===== config.mk =====
export PLATFORM = sky130hd
export DESIGN_NAME = trace_commit_sched
export DESIGN_NICKNAME = d
export VERILOG_FILES = /design/src/rtl/trace_commit_sched_pkg.sv /design/src/rtl/trace_commit_sched_fifo.sv /design/src/rtl/trace_commit_sched.sv
export SDC_FILE = /design/constraint.sdc
export NUM_CORES = 1
export LEC_CHECK = 0
export ABC_AREA = 1
export ABC_CLOCK_PERIOD_IN_PS = 4700
export BUFFER_PORTS_ARGS = -buffer_cell sky130_fd_sc_hd__buf_2
export CAP_MARGIN = 20
export CORE_MARGIN = 2
export CORE_UTILIZATION = 45
export CTS_BUF_LIST = sky130_fd_sc_hd__clkbuf_8
export DETAILED_ROUTE_END_ITERATION = 12
export PLACE_DENSITY_LB_ADDON = 0.25
export REMOVE_ABC_BUFFERS = 1
export SYNTH_ARGS = -nofsm -noshare
export SYNTH_HDL_FRONTEND = slang
export SYNTH_SLANG_ARGS = --single-unit

===== constraint.sdc =====
create_clock -name clock -period 4.7 [get_ports clock]
set_input_delay 0.235 -clock clock [delete_from_list [all_inputs] [get_ports clock]]
set_output_delay 0.235 -clock clock [all_outputs]
set_load 0.02 [all_outputs]

===== src/rtl/trace_commit_sched_pkg.sv =====
// Shared types for the commit trace scheduler.
// Optional feature macro: TRACE_INST_EN adds the instruction word to each record.
package trace_pkg;

    // One retired-instruction record as held in the trace FIFO
    typedef struct packed {
        logic [63:0] pc;
        logic        skip;
        logic        ebreak;
`ifdef TRACE_INST_EN
        logic [31:0] inst;
`endif
    } trace_rec_t;

    // Scheduler phases: normal commit, draining up to ebreak, halted
    typedef enum logic [1:0] {
        ST_RUN   = 2'd0,
        ST_DRAIN = 2'd1,
        ST_HALT  = 2'd2
    } sched_state_e;

endpackage


===== src/rtl/trace_commit_sched_fifo.sv =====
// Synchronous FIFO of trace records with full/empty/count status.
// Callers must not push when full or pop when empty.
module trace_fifo
    import trace_pkg::*;
#(
    parameter int unsigned DEPTH = 4
) (
    input  logic                     clk_i,
    input  logic                     rst_ni,
    input  logic                     push_i,
    input  trace_rec_t               wdata_i,
    input  logic                     pop_i,
    output trace_rec_t               rdata_o,
    output logic                     full_o,
    output logic                     empty_o,
    output logic [$clog2(DEPTH):0]   count_o
);

    localparam int unsigned AW = $clog2(DEPTH);
    localparam int unsigned CW = AW + 1;

    trace_rec_t          mem_q [DEPTH];
    logic [AW-1:0]       wr_ptr_q, wr_ptr_d;
    logic [AW-1:0]       rd_ptr_q, rd_ptr_d;
    logic [CW-1:0]       count_q, count_d;

    // Pointer and occupancy next-state; pointers wrap naturally since DEPTH is a power of two
    always_comb begin
        wr_ptr_d = wr_ptr_q;
        rd_ptr_d = rd_ptr_q;
        count_d  = count_q;
        if (push_i) begin
            wr_ptr_d = wr_ptr_q + AW'(1);
        end
        if (pop_i) begin
            rd_ptr_d = rd_ptr_q + AW'(1);
        end
        case ({push_i, pop_i})
            2'b10:   count_d = count_q + CW'(1);
            2'b01:   count_d = count_q - CW'(1);
            default: count_d = count_q;
        endcase
    end

    // Pointer and occupancy registers
    always_ff @(posedge clk_i) begin
        if (!rst_ni) begin
            wr_ptr_q <= '0;
            rd_ptr_q <= '0;
            count_q  <= '0;
        end else begin
            wr_ptr_q <= wr_ptr_d;
            rd_ptr_q <= rd_ptr_d;
            count_q  <= count_d;
        end
    end

    // Record storage; contents are don't-care while unoccupied, so no reset
    always_ff @(posedge clk_i) begin
        if (push_i) begin
            mem_q[wr_ptr_q] <= wdata_i;
        end
    end

    assign rdata_o = mem_q[rd_ptr_q];
    assign full_o  = (count_q == CW'(DEPTH));
    assign empty_o = (count_q == '0);
    assign count_o = count_q;

endmodule


===== src/rtl/trace_commit_sched.sv =====
// Commit-to-trace scheduler: buffers retired records for a slow trace sink,
// stops accepting after ebreak, halts once the ebreak record is consumed,
// and flags a sticky watchdog after WDOG_CYC cycles without a commit.
// Optional feature macro: TRACE_INST_EN carries cm_inst through to trc_inst.
module trace_commit_sched
    import trace_pkg::*;
#(
    parameter int unsigned DEPTH    = 4,
    parameter int unsigned WDOG_CYC = 65536
) (
    input  logic        clock,
    input  logic        reset_n,
    input  logic        cm_valid,
    output logic        cm_ready,
    input  logic [63:0] cm_pc,
    input  logic        cm_skip,
    input  logic        cm_ebreak,
    input  logic [63:0] cm_a0,
    input  logic [31:0] cm_inst,
    output logic        trc_valid,
    input  logic        trc_ready,
    output logic [63:0] trc_pc,
    output logic        trc_skip,
    output logic [31:0] trc_inst,
    output logic        halt,
    output logic [63:0] halt_code,
    output logic        wdog_trip
);

    localparam int unsigned WW = (WDOG_CYC > 1) ? $clog2(WDOG_CYC) : 1;
    localparam logic [WW-1:0] WDOG_LAST = WW'(WDOG_CYC - 1);

    sched_state_e        state_q;
    logic                halt_q;
    logic [63:0]         halt_code_q;
    logic [63:0]         pend_code_q;
    logic [WW-1:0]       wdog_cnt_q, wdog_cnt_d;
    logic                wdog_trip_q, wdog_trip_d;

    trace_rec_t          wdata;
    trace_rec_t          head;
    logic                fifo_full;
    logic                fifo_empty;
    logic [$clog2(DEPTH):0] fifo_count_unused;
    logic                push;
    logic                pop;

    assign cm_ready  = !fifo_full && (state_q == ST_RUN);
    assign trc_valid = !fifo_empty && (state_q != ST_HALT);
    assign push      = cm_valid && cm_ready;
    assign pop       = trc_valid && trc_ready;

    // Pack the incoming commit into a FIFO record
    always_comb begin
        wdata        = '0;
        wdata.pc     = cm_pc;
        wdata.skip   = cm_skip;
        wdata.ebreak = cm_ebreak;
`ifdef TRACE_INST_EN
        wdata.inst   = cm_inst;
`endif
    end

    trace_fifo #(
        .DEPTH (DEPTH)
    ) u_fifo (
        .clk_i   (clock),
        .rst_ni  (reset_n),
        .push_i  (push),
        .wdata_i (wdata),
        .pop_i   (pop),
        .rdata_o (head),
        .full_o  (fifo_full),
        .empty_o (fifo_empty),
        .count_o (fifo_count_unused)
    );

    // Head fields are zeroed whenever nothing is offered so idle outputs read 0
    assign trc_pc   = trc_valid ? head.pc   : '0;
    assign trc_skip = trc_valid ? head.skip : 1'b0;
`ifdef TRACE_INST_EN
    assign trc_inst = trc_valid ? head.inst : '0;
`else
    logic unused_inst;
    assign unused_inst = ^cm_inst;
    assign trc_inst    = '0;
`endif

    // Phase FSM with halt capture: ebreak accepted -> drain, ebreak consumed -> halt
    always_ff @(posedge clock) begin
        if (!reset_n) begin
            state_q     <= ST_RUN;
            halt_q      <= 1'b0;
            halt_code_q <= '0;
            pend_code_q <= '0;
        end else begin
            case (state_q)
                ST_RUN: begin
                    if (push && cm_ebreak) begin
                        state_q     <= ST_DRAIN;
                        pend_code_q <= cm_a0;
                    end
                end
                ST_DRAIN: begin
                    if (pop && head.ebreak) begin
                        state_q     <= ST_HALT;
                        halt_q      <= 1'b1;
                        halt_code_q <= pend_code_q;
                    end
                end
                default: begin
                    state_q <= ST_HALT;
                end
            endcase
        end
    end

    // Watchdog next-state: count idle cycles, saturate at WDOG_CYC-1, freeze in halt
    always_comb begin
        wdog_cnt_d  = wdog_cnt_q;
        wdog_trip_d = wdog_trip_q;
        if (state_q != ST_HALT) begin
            if (push) begin
                wdog_cnt_d = '0;
            end else if (wdog_cnt_q == WDOG_LAST) begin
                wdog_trip_d = 1'b1;
            end else begin
                wdog_cnt_d = wdog_cnt_q + WW'(1);
            end
        end
    end

    // Watchdog registers
    always_ff @(posedge clock) begin
        if (!reset_n) begin
            wdog_cnt_q  <= '0;
            wdog_trip_q <= 1'b0;
        end else begin
            wdog_cnt_q  <= wdog_cnt_d;
            wdog_trip_q <= wdog_trip_d;
        end
    end

    assign halt      = halt_q;
    assign halt_code = halt_code_q;
    assign wdog_trip = wdog_trip_q;

endmodule


==> impl_metrics.py <==
metrics = {
    "outcome": {
        "status": "complete, no violations",
    },
    "grt": {
        "overflow": 0,
        "grt_pass1_vias": 12900,
        "grt_max_degree": 129,
        "antenna_found_initial": 4,
        "grt_pass1_wl_microns": 65500,
        "track_usage_pct": 21.2,
    },
    "cells_and_area": {
        "nets": 2204,
        "fin_area_sq_um": 21000,
        "final_cells": 2551,
        "layout_commonest_cell": "nor2_1",
        "final_util_pct": 57.1,
        "syn_to_final_growth_pct": 24.8,
        "drive_above_1_share_pct": 19.3,
        "final_cell_mix": "nor2_1, buf_2, edfxtp_1, a21oi_1, o21ai_0",
        "fillCellCount": 3076,
    },
    "worst_setup_path": {
        "critPathMaxFanout": 96,
        "required_ns": 4.47,
        "cp_data_arrival_time_ns": 2.92,
        "rrSetupSlack_ns": 1.59,
        "reg2regPathDepth": 9,
        "end_kind": "output port",
        "path_class": "reg2out",
        "worstReg2RegEnd": "halt_code[52]$_SDFFE_PN0P_",
        "start_kind": "register",
    },
    "logic_synthesis": {
        "synth_area_sq_um": 16800,
        "synth-edff-count": 264,
        "synth.largest_area_cell": "edfxtp_1",
        "async_reset_ff_share_pct": 0,
        "yosys_register_bits": 421,
        "yosys-top-cells-area": "edfxtp_1, dfxtp_1, nor2_1",
        "synth_ff_type": "edfxtp_1",
        "syn_avg_cell_area_sq_um": 10.2,
        "synthDistinctLibCells": 31,
        "synth_cells": 1654,
        "yosys_warnings": 0,
        "ys_seq_area_share_pct": 65.9,
        "netlist.area_leader.share_pct": 47.2,
    },
    "timing": {
        "worst_pin_slew_ns": 1.07,
        "fmaxAchievable_mhz": 317,
        "hold_viol": 0,
        "slew-limit-headroom_pct": 28.6,
        "finalSetupViolCount": 0,
        "rsz0062_at_grt": "no",
        "tns_ns": 0,
        "fin_crit_ns": 3.15,
        "fin_skew_ns": 0.0330,
        "period_share_pct": 67.0,
        "setup_slack_ns": 1.55,
        "finalMaxSlewViolations": 0,
        "whs_ns": 0.375,
    },
    "worst_hold_path": {
        "holdPathStages": 2,
        "whs_endpoint": "u_fifo.mem_q[2][10]$_DFFE_PP_",
        "min_path_type": "in2reg",
        "min_from": "cm_pc[8]",
    },
    "clock_network": {
        "htree_levels": 3,
        "clock_latency_ns": 0.61,
        "clock_sinks": 421,
        "tritoncts": "built",
        "clock_path_buffers": 3,
        "clk_pin_slew_ns": 0.06,
        "cts_resized": 0,
        "cts_root_buffer": "clkbuf_8",
        "cts_inserted_buffers": 71,
    },
    "die": {
        "ios": 331,
        "start_util_pct": 45.8,
        "die-area_sq_um": 38900,
        "rows": 70,
        "die_h_microns": 197,
        "die_w_microns": 197,
        "core-area_sq_um": 36700,
    },
    "power_and_ir_drop": {
        "ir_drop_mv": 0.272,
        "p_per_area_nw_per_um2": 494,
        "leakage_nw": 8.12,
        "total_power_mw": 10.3,
    },
    "placement": {
        "numPortBuffers": 266,
        "place_inst": 2293,
        "place_ws_ns": 1.51,
        "placed_area_sq_um": 18300,
        "gp_congestion": 0.788,
        "hpwl_microns": 22200,
    },
    "routing": {
        "drt-total-wl_microns": 41700,
        "wl_per_cell_microns": 16.4,
        "vias": 13000,
        "ant_nets": 0,
        "routed_via_density": 5.10,
        "drtPass1Iterations": 4,
        "drt-initial-drc-count": 688,
        "drc_errors": 0,
    },
    "flow_run": {
        "maxCapViolCount": 0,
    },
}
timing repair:
item	4_1_cts	5_1_grt
hold endpoints to repair	336	0
setup buffers	0	0
hold buffers	132	0
cell usage after synthesis, types with 2 or more instances:
library cell and number:
nor2_1 306, edfxtp_1 264, a21oi_1 209, o21ai_0 199, dfxtp_1 157, nand2_1 141
inv_1 105, nand4_1 65, clkbuf_1 47, buf_4 41, buf_2 35, nand3_1 26
buf_1 15, o21ai_1 8, buf_6 7, ha_1 6, nand2_2 4, inv_2 3
a21oi_2 2, nand3_2 2, o21bai_1 2
metal layers:
layer	track usage, %	vias up	wire [microns]
met3	6.74	75	3510
met2	36.2	391	20100
met1	25.2	6189	17200
met4	7.41	4	852
li1	-	6357	-
met5	0	-	23
kinds of logic after synthesis:
kind of cell / after synthesis / synth area share [%]
buffers and inverters: 253 / 7.14
XOR/XNOR: 1 / 0.0521
AND/OR/NAND/NOR: 549 / 13.7
adder cells (fa/ha/maj): 7 / 0.566
flip-flops: 421 / 65.9
AO/OA/AOI/OAI: 422 / 12.7
other: 1 / 0.0223
layout make-up:
cell class	count	area, sq um	share of cell area (%)
Sequential cell	421	11100	52.8
Multi-Input combinational cell	1011	4700	22.4
Timing Repair Buffer	418	2860	13.6
Clock buffer	82	1130	5.38
Tap cell	468	586	2.79
Inverter	108	407	1.94
Clock inverter	40	200	0.955
Antenna cell	3	7.51	0.0358
worst max-delay path, stage by stage, from the launching register on:
cell and delay, ns:
dfxtp_4 0.63, buf_4 0.89, nor2_1 0.11, nor2_1 0.11
o21ai_0 0.10, a21oi_1 0.22, buf_2 0.21
where the power goes:
group          switching (mW)  internal, mW  total (mW)
sequential              0.147          4.32        4.47
clock                    1.41          1.64        3.05
combinational            2.02         0.803        2.83
how the worst max path moves through the flow:
stage / startpoint / to / depth (start not counted)
2_1_floorplan: register / halt_code[0]$_SDFFE_PN0P_ / 6
3_3_place_gp: register / halt_code[15]$_SDFFE_PN0P_ / 9
3_5_place_dp: register / halt_code[27]$_SDFFE_PN0P_ / 9
4_1_cts: register / trc_pc[19] / 6
5_1_grt: register / halt_code[51]$_SDFFE_PN0P_ / 9
6_report: register / trc_pc[30] / 6
sequential cells by signal (all words and copies together) (netlist names), named ones only:
signal / cells
u_fifo.mem_q: 264
halt_code: 64
pend_code_q: 64
wdog_cnt_q: 16
u_fifo.count_o: 3
state_q: 2
u_fifo.rd_ptr_q: 2
u_fifo.wr_ptr_q: 2
halt: 1
wdog_trip: 1
(Power assumes the default switching activity.)
